<file path="config.mk">
export PLATFORM = sky130hd
export DESIGN_NAME = video_tx_csr_shadow
export DESIGN_NICKNAME = d
export VERILOG_FILES = /design/src/rtl/video_tx_csr_shadow.sv
export SDC_FILE = /design/constraint.sdc
export NUM_CORES = 1
export LEC_CHECK = 0
export ABC_AREA = 1
export BUFFER_PORTS_ARGS = -buffer_cell sky130_fd_sc_hd__buf_2
export CAP_MARGIN = 30
export CELL_PAD_IN_SITES_DETAIL_PLACEMENT = 1
export CELL_PAD_IN_SITES_GLOBAL_PLACEMENT = 2
export CORE_UTILIZATION = 23
export DETAILED_ROUTE_END_ITERATION = 6
export GPL_ROUTABILITY_DRIVEN = 0
export GPL_TIMING_DRIVEN = 0
export PLACE_DENSITY_LB_ADDON = 0.1
export SYNTH_ARGS = -nofsm -noshare
export SYNTH_HDL_FRONTEND = slang
export SYNTH_SLANG_ARGS = --single-unit
</file>
<file path="constraint.sdc">
create_clock -name iSysClk -period 4 [get_ports iSysClk]
set_input_delay 0.6 -clock iSysClk [delete_from_list [all_inputs] [get_ports iSysClk]]
set_output_delay 0.6 -clock iSysClk [all_outputs]
set_load 0.05 [all_outputs]
</file>
<file path="src/rtl/video_tx_csr_shadow.sv">
// video_tx_csr_shadow: USI-bus CSR block with double-buffered display timing and frame-buffer windows.
// Optional feature macro: VIDEO_TX_CSR_TIMING_RW_EN (timing registers writable and shadowed; otherwise fixed).
module video_tx_csr_shadow #(
    parameter int pBlockAdrsMap = 8,
    parameter int pAdrsMap      = 'h04,
    parameter int pBusAdrsBit   = 32,
    parameter int pCsrAdrsWidth = 16,
    parameter int pChNum        = 2,
    parameter int pMemAdrsWidth = 19,
    parameter int pHdisplay     = 480,
    parameter int pHfront       = 8,
    parameter int pHback        = 43,
    parameter int pHpulse       = 30,
    parameter int pVdisplay     = 272,
    parameter int pVfront       = 12,
    parameter int pVback        = 4,
    parameter int pVpulse       = 10,
    parameter int pHWidth       = 11,
    parameter int pVWidth       = 11
) (
    input  logic                            iSysClk,
    input  logic                            iSysRst,
    input  logic [31:0]                     iSUsiWd,
    input  logic [pBusAdrsBit-1:0]          iSUsiAdrs,
    input  logic                            iSUsiWCke,
    output logic [31:0]                     oSUsiRd,
    output logic                            oSUsiREd,
    input  logic                            iFrameStart,
    input  logic [pChNum-1:0]               iSceneAlphaMax,
    input  logic [pChNum-1:0]               iSceneAlphaMin,
    output logic [pHWidth-1:0]              oHdisplay,
    output logic [pHWidth-1:0]              oHfront,
    output logic [pHWidth-1:0]              oHpulse,
    output logic [pHWidth-1:0]              oHback,
    output logic [pVWidth-1:0]              oVdisplay,
    output logic [pVWidth-1:0]              oVfront,
    output logic [pVWidth-1:0]              oVpulse,
    output logic [pVWidth-1:0]              oVback,
    output logic [pHWidth:0]                oHSyncStart,
    output logic [pHWidth:0]                oHSyncEnd,
    output logic [pHWidth:0]                oHSyncMax,
    output logic [pVWidth:0]                oVSyncStart,
    output logic [pVWidth:0]                oVSyncEnd,
    output logic [pVWidth:0]                oVSyncMax,
    output logic                            oVtbSystemRst,
    output logic                            oVtbVideoRst,
    output logic                            oDisplayRst,
    output logic                            oDmaEn,
    output logic [7:0]                      oBlDutyRatio,
    output logic [pChNum*pMemAdrsWidth-1:0] oFbufAdrs,
    output logic [pChNum*pMemAdrsWidth-1:0] oFbufLen,
    output logic                            oIrq
);
    localparam int cHW = pHWidth + 1;
    localparam int cVW = pVWidth + 1;
    localparam int cFb = pHdisplay * pVdisplay;
    // Timing arrays are indexed by register offset: 0 display, 1 back, 2 front, 3 pulse
    localparam logic [3:0][pHWidth-1:0] cHRst = {pHWidth'(pHpulse), pHWidth'(pHfront), pHWidth'(pHback), pHWidth'(pHdisplay)};
    localparam logic [3:0][pVWidth-1:0] cVRst = {pVWidth'(pVpulse), pVWidth'(pVfront), pVWidth'(pVback), pVWidth'(pVdisplay)};
    localparam logic [cHW-1:0] cHStart = cHW'(pHdisplay + pHfront);
    localparam logic [cHW-1:0] cHEnd   = cHW'(pHdisplay + pHfront + pHpulse - 1);
    localparam logic [cHW-1:0] cHMax   = cHW'(pHdisplay + pHfront + pHpulse + pHback - 1);
    localparam logic [cVW-1:0] cVStart = cVW'(pVdisplay + pVfront);
    localparam logic [cVW-1:0] cVEnd   = cVW'(pVdisplay + pVfront + pVpulse - 1);
    localparam logic [cVW-1:0] cVMax   = cVW'(pVdisplay + pVfront + pVpulse + pVback - 1);
    localparam logic [pCsrAdrsWidth-1:0] aCtrl = 'h10, aDuty = 'h14, aCommit = 'h18, aStat = 'h1C, aMask = 'h20;
    localparam logic [pCsrAdrsWidth-1:0] aStart = 'h3000, aEnd = 'h3004, aMax = 'h3008;

    function automatic logic [pChNum*pMemAdrsWidth-1:0] fbInit(input int step, input int base);
        fbInit = '0;
        for (int n = 0; n < pChNum; n++) fbInit[n*pMemAdrsWidth +: pMemAdrsWidth] = pMemAdrsWidth'(base + n * step);
    endfunction

    localparam logic [pChNum*pMemAdrsWidth-1:0] cAdrsRst = fbInit(cFb, 0);
    localparam logic [pChNum*pMemAdrsWidth-1:0] cLenRst  = fbInit(0, cFb);

    logic                            hit, wr, doCommit, timHit, fbHit, pending, unusedBits;
    logic [pCsrAdrsWidth-1:0]        ofs;
    logic [2:0]                      fbCh;
    logic [31:0]                     rdMux;
    logic [3:0]                      ctrl;
    logic [3:0][pHWidth-1:0]         shH, actH;
    logic [3:0][pVWidth-1:0]         shV, actV;
    logic [pChNum*pMemAdrsWidth-1:0] shAdrs, shLen;
    logic [pChNum-1:0]               maxQ, minQ, stMax, stMin, mkMax, mkMin;
    logic [cHW-1:0]                  hStart, hEnd, hMax;
    logic [cVW-1:0]                  vStart, vEnd, vMax;

    assign ofs        = iSUsiAdrs[pCsrAdrsWidth-1:0];
    assign hit        = iSUsiAdrs[pCsrAdrsWidth +: pBlockAdrsMap] == pBlockAdrsMap'(pAdrsMap);
    assign wr         = iSUsiWCke & hit;
    assign doCommit   = iFrameStart & pending;
    assign timHit     = ofs[pCsrAdrsWidth-1:4] == '0 && ofs[1:0] == 2'b00;
    assign fbCh       = ofs[5:3];
    assign fbHit      = ofs[pCsrAdrsWidth-1:6] == (pCsrAdrsWidth-6)'(4) && ofs[1:0] == 2'b00 && int'(fbCh) < pChNum;
    assign unusedBits = ^{iSUsiWd, iSUsiAdrs};

    assign {oHpulse, oHfront, oHback, oHdisplay} = actH;
    assign {oVpulse, oVfront, oVback, oVdisplay} = actV;
    assign {oDmaEn, oDisplayRst, oVtbVideoRst, oVtbSystemRst} = ctrl;

`ifdef VIDEO_TX_CSR_TIMING_RW_EN
    // Timing shadow writes; shadows move to active only on a pending frame-start commit
    always_ff @(posedge iSysClk or negedge iSysRst)
        if (!iSysRst) begin
            shH  <= cHRst;
            shV  <= cVRst;
            actH <= cHRst;
            actV <= cVRst;
        end else begin
            if (wr && timHit) begin
                shH[ofs[3:2]] <= iSUsiWd[pHWidth-1:0];
                shV[ofs[3:2]] <= iSUsiWd[16 +: pVWidth];
            end
            if (doCommit) begin
                actH <= shH;
                actV <= shV;
            end
        end
`else
    assign shH  = cHRst;
    assign shV  = cVRst;
    assign actH = cHRst;
    assign actV = cVRst;
`endif

    // Sync points derived from the active timing, wrapping at width+1 bits
    always_comb begin
        hStart = cHW'(actH[0]) + cHW'(actH[2]);
        hEnd   = hStart + cHW'(actH[3]) - cHW'(1);
        hMax   = hEnd + cHW'(actH[1]);
        vStart = cVW'(actV[0]) + cVW'(actV[2]);
        vEnd   = vStart + cVW'(actV[3]) - cVW'(1);
        vMax   = vEnd + cVW'(actV[1]);
    end

    // Register derived timing one cycle behind the active values
    always_ff @(posedge iSysClk or negedge iSysRst)
        if (!iSysRst) begin
            {oHSyncStart, oHSyncEnd, oHSyncMax} <= {cHStart, cHEnd, cHMax};
            {oVSyncStart, oVSyncEnd, oVSyncMax} <= {cVStart, cVEnd, cVMax};
        end else begin
            {oHSyncStart, oHSyncEnd, oHSyncMax} <= {hStart, hEnd, hMax};
            {oVSyncStart, oVSyncEnd, oVSyncMax} <= {vStart, vEnd, vMax};
        end

    // Immediate control/duty registers and the commit request flag
    always_ff @(posedge iSysClk or negedge iSysRst)
        if (!iSysRst) begin
            ctrl         <= 4'b0111;
            oBlDutyRatio <= '0;
            pending      <= 1'b0;
        end else begin
            if (wr && ofs == aCtrl) ctrl <= iSUsiWd[3:0];
            if (wr && ofs == aDuty) oBlDutyRatio <= iSUsiWd[7:0];
            pending <= (wr && ofs == aCommit && iSUsiWd[0]) || (pending && !iFrameStart);
        end

    // Frame-buffer window shadows and their committed active copies
    always_ff @(posedge iSysClk or negedge iSysRst)
        if (!iSysRst) begin
            shAdrs    <= cAdrsRst;
            shLen     <= cLenRst;
            oFbufAdrs <= cAdrsRst;
            oFbufLen  <= cLenRst;
        end else begin
            if (wr && fbHit && ofs[2]) shLen[int'(fbCh)*pMemAdrsWidth +: pMemAdrsWidth] <= iSUsiWd[pMemAdrsWidth-1:0];
            if (wr && fbHit && !ofs[2]) shAdrs[int'(fbCh)*pMemAdrsWidth +: pMemAdrsWidth] <= iSUsiWd[pMemAdrsWidth-1:0];
            if (doCommit) begin
                oFbufAdrs <= shAdrs;
                oFbufLen  <= shLen;
            end
        end

    // Sticky fade-done flags: a rising edge sets, W1C clears, set wins
    always_ff @(posedge iSysClk or negedge iSysRst)
        if (!iSysRst) begin
            {maxQ, minQ, stMax, stMin, mkMax, mkMin} <= '0;
        end else begin
            maxQ  <= iSceneAlphaMax;
            minQ  <= iSceneAlphaMin;
            stMax <= (stMax & ~((wr && ofs == aStat) ? iSUsiWd[pChNum-1:0] : '0)) | (iSceneAlphaMax & ~maxQ);
            stMin <= (stMin & ~((wr && ofs == aStat) ? iSUsiWd[8 +: pChNum] : '0)) | (iSceneAlphaMin & ~minQ);
            if (wr && ofs == aMask) {mkMin, mkMax} <= {iSUsiWd[8 +: pChNum], iSUsiWd[pChNum-1:0]};
        end

    // Registered level interrupt from masked status
    always_ff @(posedge iSysClk or negedge iSysRst)
        if (!iSysRst) oIrq <= 1'b0;
        else oIrq <= |{stMax & mkMax, stMin & mkMin};

    // Read-data select by offset; unmapped offsets read zero
    always_comb begin
        rdMux = '0;
        if (timHit) rdMux = (32'(shV[ofs[3:2]]) << 16) | 32'(shH[ofs[3:2]]);
        else if (ofs == aCtrl) rdMux = 32'(ctrl);
        else if (ofs == aDuty) rdMux = 32'(oBlDutyRatio);
        else if (ofs == aCommit) rdMux = 32'(pending);
        else if (ofs == aStat) rdMux = (32'(stMin) << 8) | 32'(stMax);
        else if (ofs == aMask) rdMux = (32'(mkMin) << 8) | 32'(mkMax);
        else if (fbHit) rdMux = 32'(ofs[2] ? shLen[int'(fbCh)*pMemAdrsWidth +: pMemAdrsWidth] : shAdrs[int'(fbCh)*pMemAdrsWidth +: pMemAdrsWidth]);
        else if (ofs == aStart) rdMux = (32'(oVSyncStart) << 16) | 32'(oHSyncStart);
        else if (ofs == aEnd) rdMux = (32'(oVSyncEnd) << 16) | 32'(oHSyncEnd);
        else if (ofs == aMax) rdMux = (32'(oVSyncMax) << 16) | 32'(oHSyncMax);
    end

    // Registered read port: valid on every cycle the block is addressed
    always_ff @(posedge iSysClk or negedge iSysRst)
        if (!iSysRst) begin
            oSUsiRd  <= '0;
            oSUsiREd <= 1'b0;
        end else begin
            oSUsiRd  <= hit ? rdMux : '0;
            oSUsiREd <= hit;
        end
endmodule

</file>
==> impl_metrics.yaml, run 1 <==
timing:
  rsz0062_at_grt: "no"
  tns_ns: 0
  timing.fmax_mhz: 313
  finalCritPeriodShare: 0.799
  setup_violations: 0
  hold_viol: 0
  fin_skew_ns: 0.0148
  maxSlewHeadroom: 0.408
  holdWs_ns: 0.106
  worst_pin_slew_ns: 0.889
  drv_slew: 0
  period_minus_slack_ns: 3.20
clock_tree:
  clk-insertion-delay-late_ns: 0.56
  cts_tree: "yes"
  numClockSinks: 202
  clk_path_buf_depth: 3
  numCtsBuffers: 25
  cts_root_buffer: "clkbuf_16"
  clk_pin_slew_worst_paths_ns: 0.06
  htree_levels: 1
  post_cts_buffers: 0
  cts-hold-fix-buffers: 0
  cts_resized: 0
floorplanning:
  core_um2: 44300
  die_x_um: 214
  row_count: 77
  dieArea_um2: 46000
  io_pins: 354
  die_y_um: 214
  initial_core_util: 0.234
place:
  dp_hpwl_mm: 29.2
  placed_cells: 2045
  port_buffers: 162
final_layout:
  final_common_cell: "nand2_1"
  syn_to_final_growth_pct: 29.4
  nets: 1558
  fillers: 5215
  final_core_util: 0.303
  drive_above_1_share: 0.366
  most-common-layout-cells: "nand2_1 (235), buf_2 (171), buf_4 (171)"
  layoutNonFillerInstCount: 2090
  antenna_cells: 0
setup_path:
  r2r-start: "pending"
  crit_required_ns: 4.47
  reg2regPathDepth: 5
  critPathMaxStageDelay_ns: 0.65
  crit_fanout: 12
  cp-end-kind: "flop"
  slowest_stage: "clkbuf_1"
  regToRegSetupSlack_ns: 1.91
  worst-path-buf-inv: 5
  path_common_cell: "nand2_1"
  crit_type: "in -> reg"
  cp_top_family: "buffers and inverters"
  r2r-end: "oFbufLen[24]"
  crit_arrival_ns: 3.67
  cp-start-kind: "primary input"
  crit_chain: "buf_2 -> inv_1 -> clkbuf_1 -> clkbuf_1 -> ha_1 -> nand2_1 -> nor2_1 -> nand2_1 -> inv_1 -> nand2_1 -> o21ai_0 -> o21ai_0 -> nand2_1 -> a21oi_1 -> nor2_1"
drt:
  drc_errors: 0
  wl_mm: 38.6
  drt_pre_antenna_iters: 4
  num_vias: 8315
  wl_per_cell_um: 18.5
  viasPerCell: 3.98
  drt_iter0_drc: 366
  final_antenna_net_count: 0
global_routing:
  overflow: 0
  grtUsageTotal: 0.167
  grt_pass1_vias: 8628
  antenna_found_initial: 2
  grt_pass1_wl_mm: 57.5
  grt_max_degree: 103
power_and_ir_drop:
  total_power_mw: 5.15
  power.density_nw_per_um2: 383
  leakage_nw: 6.91
  vdd_drop_max_mv: 0.214
worst_hold_path:
  hold_path_class: "in -> async"
synth:
  synth-warning-count: 0
  syn_inst: 1123
  synth.cell_area_um2: 10400
  synth_ff_type: "dfrtp_1"
  ys_seq_area_frac: 0.493
  synth-seq-cells: 202
  ys_async_sr_fraction: 1.00
  postSynthAreaPerCell_um2: 9.24
  synth_edf_count: 0
  ys_types: 45
run_status:
  status: "complete, no violations"
run:
  maxCapViolations: 0
[how the worst max path moves through the flow]
stage / cells past startpoint / end / slack, ns / startpoint
after global placement: 1 / oBlDutyRatio[2] / -1.48 / iSysRst
after floorplan: 12 / oSUsiRd[0] / 1.53 / iSUsiAdrs[2]
after CTS: 15 / oSUsiRd[1] / 0.71 / iSUsiAdrs[2]
after detailed placement: 15 / oSUsiRd[1] / 0.15 / iSUsiAdrs[2]
after global routing: 15 / oSUsiRd[1] / 0.49 / iSUsiAdrs[2]
final: 15 / oSUsiRd[1] / 0.80 / iSUsiAdrs[2]
[Yosys cell counts, types with 7 or more instances]
cell | number | area [um2]
a21oi_1 | 52 | 260
clkbuf_1 | 19 | 71.3
o21ai_0 | 132 | 661
nor2_4 | 7 | 78.8
o21ai_1 | 38 | 190
dfrtp_1 | 151 | 3780
mux2_2 | 36 | 405
buf_2 | 10 | 50.1
buf_4 | 171 | 1280
inv_2 | 9 | 33.8
nand2_1 | 235 | 882
o21ai_2 | 20 | 175
o211ai_1 | 7 | 52.6
nand3_1 | 12 | 60.1
nor2_1 | 33 | 124
buf_6 | 9 | 101
inv_1 | 77 | 289
dfstp_2 | 51 | 1340
[metrics by stage]
step,setup slack (ns),instance area (um2)
floorplan,1.53,11000
finish,0.804,13400
detailed placement,0.153,12600
global route,0.493,13400
CTS,0.706,13400
global placement,-1.48,12600
[state kept, by name, indices dropped and copies added, names as in the netlist, 4 cells and up]
| name | cells |
|---|---|
| oFbufAdrs | 38 |
| oFbufLen | 38 |
| shAdrs | 38 |
| shLen | 38 |
| oSUsiRd | 23 |
| oBlDutyRatio | 8 |
| ctrl | 4 |
[report_power, final]
part	internal, mW	switching [mW]
logic	0.181	0.604
clock network	1.36	0.927
registers	2.07	0.00758
total	3.61	1.54
[logic make-up (layout without fill, tap and decap cells)]
logic type      count (synthesis)  count (layout)  share of synthesized area
buf+inv                       298             506                      0.178
fa+ha+maj                       6               6                    0.00723
other cells                     2             169                   0.000724
simple gates                  320             320                      0.143
flops                         202             202                      0.493
mux                            36              36                     0.0391
xor+xnor                        1               1                    0.00265
compound gates                258             258                      0.137
[area by class of cell]
cell class                      instances  area, um2  share of cell area
Sequential cell                       202       5120               0.381
Multi-Input combinational cell        790       4040               0.301
Buffer                                210       1510               0.112
Timing Repair Buffer                  163        848              0.0632
Clock buffer                           40        793              0.0591
Tap cell                              592        741              0.0552
Inverter                               88        334              0.0249
Clock inverter                          5       42.5             0.00317
[metal layers]
metal  part of all wire  vias to the layer above  global-route usage
met5            0.00057                        -                   0
li1                   -                     4031                   -
met4              0.018                        4              0.0431
met2               0.47                      228               0.275
met1               0.46                     4015               0.226
met3              0.055                       37              0.0304
Power figures use the tool's default switching activity.
==> run 2: changes to the inputs <==
==> constraint.sdc (replaced) <==
create_clock -name iSysClk -period 2.7 [get_ports iSysClk]
set_input_delay 0.405 -clock iSysClk [delete_from_list [all_inputs] [get_ports iSysClk]]
set_output_delay 0.405 -clock iSysClk [all_outputs]
set_load 0.05 [all_outputs]
==> run 2 against run 1 <==
  * Sequential cell count unchanged
  * Global-route usage barely moved
  * Register-to-register slack got worse by 1.3 ns
  * Design area up 0.61%
  * Worst setup slack got worse by 0.45 ns
  * Via count grew 0.95%
  * Sequential share of layout area decreased by 0.23 points
  * Clock power rose by 48%
  * Sequential power up 48%
  * Power is 48% higher
  * Final cell count up 0.38%
  * Non-clock buffer count increased by 8
==> impl_metrics.yaml, run 2 (synthesis results as in run 1) <==
clock_tree:
  clk_pin_slew_worst_paths_ns: 0.06
  numClockSinks: 202
  cts_root_buffer: "clkbuf_16"
  cts_tree: "yes"
  htree_levels: 1
  clk-insertion-delay-late_ns: 0.56
  numCtsBuffers: 25
  clk_path_buf_depth: 3
timing:
  drv_slew: 0
  setup_violations: 0
  maxSlewHeadroom: 0.415
  hold_viol: 0
  post-route-worst-setup-slack_ns: 0.350
  timing.fmax_mhz: 426
  finalCritPeriodShare: 0.870
  fin_skew_ns: 0.0139
  worst_pin_slew_ns: 0.878
  rsz0062_at_grt: "no"
  period_minus_slack_ns: 2.35
place:
  place_ws_ns: -0.952
  placed_cells: 2045
  port_buffers: 162
  dp_hpwl_mm: 29.2
  post_dp_cell_area_um2: 12600
final_layout:
  syn_to_final_growth_pct: 30.2
  drive_above_1_share: 0.369
  antenna_cells: 0
  most-common-layout-cells: "nand2_1 (235), buf_4 (175), buf_2 (171)"
  layoutNonFillerInstCount: 2098
  design_area_um2: 13500
  final_common_cell: "nand2_1"
  nets: 1566
setup_path:
  crit_type: "in -> reg"
  cp-start-kind: "primary input"
  r2r-end: "oFbufLen[24]"
  crit_fanout: 12
  reg2regPathDepth: 5
  crit_required_ns: 3.16
  crit_arrival_ns: 2.81
  cp-end-kind: "flop"
  regToRegSetupSlack_ns: 0.60
  r2r-start: "pending"
worst_hold_path:
  hold_path_class: "in -> reg"
  hold_start: "iFrameStart"
  hold_end: "pending"
  holdPathStages: 2
global_routing:
  grt_pass1_vias: 8647
  grt_max_degree: 103
  overflow: 0
  grtUsageTotal: 0.167
  grt_pass1_wl_mm: 57.6
  antenna_found_initial: 2
power_and_ir_drop:
  vdd_drop_max_mv: 0.316
  leakage_nw: 6.94
  power.density_nw_per_um2: 565
floorplanning:
  initial_core_util: 0.234
  die_y_um: 214
  io_pins: 354
  dieArea_um2: 46000
  row_count: 77
  die_x_um: 214
  core_um2: 44300
drt:
  num_vias: 8394
  viasPerCell: 4.00
  final_antenna_net_count: 0
  drc_errors: 0
  wl_mm: 38.6
  drt_iter0_drc: 372
  wl_per_cell_um: 18.4
  drt_pre_antenna_iters: 4
run:
  maxCapViolations: 0
run_status:
  status: "complete, no violations"
-- run 2: cell count changes in the layout (fill, tap and decap cells not counted), sizes merged --
cell / change
dlygate4sd3: +5
clkinvlp: +1
inv: -1
clkbuf: -1
buf: +4
-- run 2: cell type report --
type	instances	area (um2)
plain buffers	209	1510
clock buffers	40	793
repair buffers	172	928
inverters	88	338
clock inverters	5	42.5
well taps	592	741
multi-input cells	790	4040
flip-flops and latches	202	5120
fillers	5212	30800
-- run 2: worst max-delay path: stages --
cell,delay (ns)
buf_2,0.19
clkinvlp_4,0.23
clkbuf_2,0.33
ha_1,0.33
nand2_1,0.18
nor2_4,0.10
nor2_4,0.12
nand2_1,0.09
nor3_2,0.32
nand2_2,0.25
a21oi_1,0.24
-- run 2: report_power, final --
group	total, mW	internal, mW	switching [mW]	leakage [nW]
Clock	3.38	2.01	1.37	0.413
Combinational	1.17	0.277	0.896	3.97
Sequential	3.08	3.06	0.0114	2.56
-- run 2: how the worst max path moves through the flow --
stage | start | end | slack, ns | depth (start not counted)
2_1_floorplan | iSUsiAdrs[2] | oSUsiRd[0] | 0.42 | 12
3_3_place_gp | iSysRst | oBlDutyRatio[2] | -2.58 | 1
3_5_place_dp | iSUsiAdrs[2] | oSUsiRd[1] | -0.95 | 15
4_1_cts | iSUsiAdrs[2] | oSUsiRd[11] | 0.13 | 11
5_1_grt | iSUsiAdrs[2] | oSUsiRd[1] | 0.17 | 14
6_report | iSUsiAdrs[2] | oSUsiRd[11] | 0.35 | 11
-- run 2: timing repair --
action,CTS,global route
setup endpoints to repair,26,1
setup buffers,0,4
endpoints found under the hold margin,88,0
hold buffers,5,0
gates resized for setup,1,1
pin swaps,0,0
-- run 2: layer usage --
layer	wire (um)	GRT usage	vias to the layer above
met5	22	0	-
met4	693	0.0431	4
met3	2040	0.0313	38
met2	18200	0.275	225
met1	17700	0.225	4085
li1	-	-	4042
-- run 2: stage by stage --
stage	hold slack, ns	TNS [ns]	total power, mW	utilization
after floorplan	0.109	0	4.05	-
after global placement	0.406	-467.77	4.28	0.283
after detailed placement	0.412	-22.88	4.29	0.284
after CTS	0.0627	0	7.76	0.304
after global routing	0.0672	0	7.95	0.305
final	0.0769	0	7.63	0.305
==> run 3: changes to the inputs <==
--- a/config.mk
+++ b/config.mk
@@ -11,6 +11,7 @@
 export CELL_PAD_IN_SITES_DETAIL_PLACEMENT = 1
 export CELL_PAD_IN_SITES_GLOBAL_PLACEMENT = 2
 export CORE_UTILIZATION = 23
+export CTS_BUF_LIST = sky130_fd_sc_hd__clkbuf_16
 export DETAILED_ROUTE_END_ITERATION = 6
 export GPL_ROUTABILITY_DRIVEN = 0
 export GPL_TIMING_DRIVEN = 0
==> run 3 against run 2 <==
  * Via count shrank 0.35%
  * Critical path depth unchanged
  * Worst setup slack lost 0.0076 ns
  * Sequential power is essentially flat
  * Largest power group unchanged
==> impl_metrics.yaml, run 3 (synthesis results as in run 1) <==
power_and_ir_drop:
  internal_power_mw: 5.08
  pwr-share-clk: 0.423
  seq_power_share: 0.418
  pwr-share-comb: 0.159
  total_power_mw: 7.36
  p_sw_mw: 2.28
  switching_share: 0.310
  vdd_drop_max_mv: 0.317
  leakage_nw: 6.91
  power.density_nw_per_um2: 548
clock_tree:
  clk-insertion-delay-late_ns: 0.56
  clk_pin_slew_worst_paths_ns: 0.06
  htree_levels: 1
  clk_path_buf_depth: 3
  numCtsBuffers: 25
  cts_tree: "yes"
  cts_root_buffer: "clkbuf_16"
  numClockSinks: 202
setup_path:
  cp-end-kind: "flop"
  reg2regPathDepth: 5
  cp-startpoint: "iSUsiAdrs[2]"
  crit_fanout: 12
  crit_type: "in -> reg"
  cp-start-kind: "primary input"
  crit_arrival_ns: 2.82
  crit_required_ns: 3.16
  crit_chain: "buf_2 -> clkinvlp_4 -> clkbuf_2 -> ha_1 -> nand2_1 -> nor2_4 -> nor2_4 -> nand2_1 -> nor3_2 -> nand2_2 -> a21oi_1"
  regToRegSetupSlack_ns: 0.64
  r2r-start: "pending"
  critPathMaxStageDelay_ns: 0.33
  slowest_stage: "clkbuf_2"
timing:
  period_minus_slack_ns: 2.36
  drv_slew: 0
  worst_pin_slew_ns: 0.888
  timing.fmax_mhz: 424
  holdWs_ns: 0.0818
  hold_viol: 0
  setup_violations: 0
  rsz0062_at_grt: "no"
  maxSlewHeadroom: 0.408
  fin_skew_ns: 0.0164
  finalCritPeriodShare: 0.873
  post-route-worst-setup-slack_ns: 0.342
final_layout:
  syn_to_final_growth_pct: 29.3
  design_area_um2: 13400
  antenna_cells: 0
  nets: 1566
  final_common_cell: "nand2_1"
  drive_above_1_share: 0.363
  most-common-layout-cells: "nand2_1 (235), buf_4 (175), buf_2 (171)"
run_status:
  status: "complete, no violations"
floorplanning:
  die_x_um: 214
  initial_core_util: 0.234
  die_y_um: 214
  core_um2: 44300
  row_count: 77
  dieArea_um2: 46000
  io_pins: 354
place:
  port_buffers: 162
  dp_hpwl_mm: 29.2
  post_dp_cell_area_um2: 12600
  place_ws_ns: -0.952
drt:
  final_antenna_net_count: 0
  wl_per_cell_um: 18.4
  drc_errors: 0
  drt_pre_antenna_iters: 4
  viasPerCell: 3.99
  drt_iter0_drc: 381
  wl_mm: 38.6
  num_vias: 8365
global_routing:
  grt_pass1_wl_mm: 57.5
  grt_max_degree: 103
  grtUsageTotal: 0.167
  antenna_found_initial: 2
  overflow: 0
  grt_pass1_vias: 8652
worst_hold_path:
  holdPathStages: 2
  hold_start: "iFrameStart"
  hold_path_class: "in -> reg"
run:
  maxCapViolations: 0
==> run 3: per-stage QoR <==
stage | TNS [ns] | cells | utilization
6_report | 0 | 2098 | 0.303
4_1_cts | 0 | 2094 | 0.302
2_1_floorplan | 0 | 1290 | -
3_3_place_gp | -467.77 | 2044 | 0.283
3_5_place_dp | -22.88 | 2045 | 0.284
5_1_grt | 0 | 2098 | 0.303
==> run 3: worst max-delay path: cells and delay by family <==
family | cells | cell delay (ns)
buf+inv | 3 | 0.77
compound gates | 1 | 0.24
fa+ha+maj | 1 | 0.32
simple gates | 6 | 1.06
==> run 3: area by class of cell <==
cell class	count	area, um2
Multi-Input combinational cell	790	4040
Fill cell	5224	30900
Clock buffer	26	651
Clock inverter	19	95.1
Buffer	209	1510
Inverter	88	338
Timing Repair Buffer	172	928
Tap cell	592	741
Sequential cell	202	5120
==> run 3: path summary, 6_finish.rpt <==
check,end
worst max-delay path,oSUsiRd[11]
worst min-delay path,pending
worst max register to register,oFbufLen[24]
worst min register to register,stMax[1]
max in group asynchronous,shAdrs[19]
min in group asynchronous,oSUsiRd[11]
==> run 3: layer usage <==
| metal | part of all wire | global-route usage | up-vias |
|---|---|---|---|
| met4 | 0.019 | 0.0440 | 4 |
| li1 | - | - | 4047 |
| met1 | 0.46 | 0.225 | 4052 |
| met3 | 0.053 | 0.0308 | 41 |
| met2 | 0.47 | 0.275 | 221 |
| met5 | 0.00057 | 0 | - |
==> run 3: power groups by stage <==
| stage | logic (mW) | registers [mW] | clock network, mW |
|---|---|---|---|
| after global placement | 1.15 | 3.13 | 0 |
| after global routing | 1.25 | 3.08 | 3.33 |
| after floorplan | 0.843 | 3.20 | 0 |
| after detailed placement | 1.16 | 3.13 | 0 |
| final | 1.17 | 3.08 | 3.11 |
| after CTS | 1.17 | 3.08 | 3.23 |
==> run 3: repair_timing <==
item	in CTS	in global routing
hold endpoints to repair	90	0
hold buffers	5	0
setup buffers	0	4
setup endpoints to repair	26	1
gates resized for setup	1	1
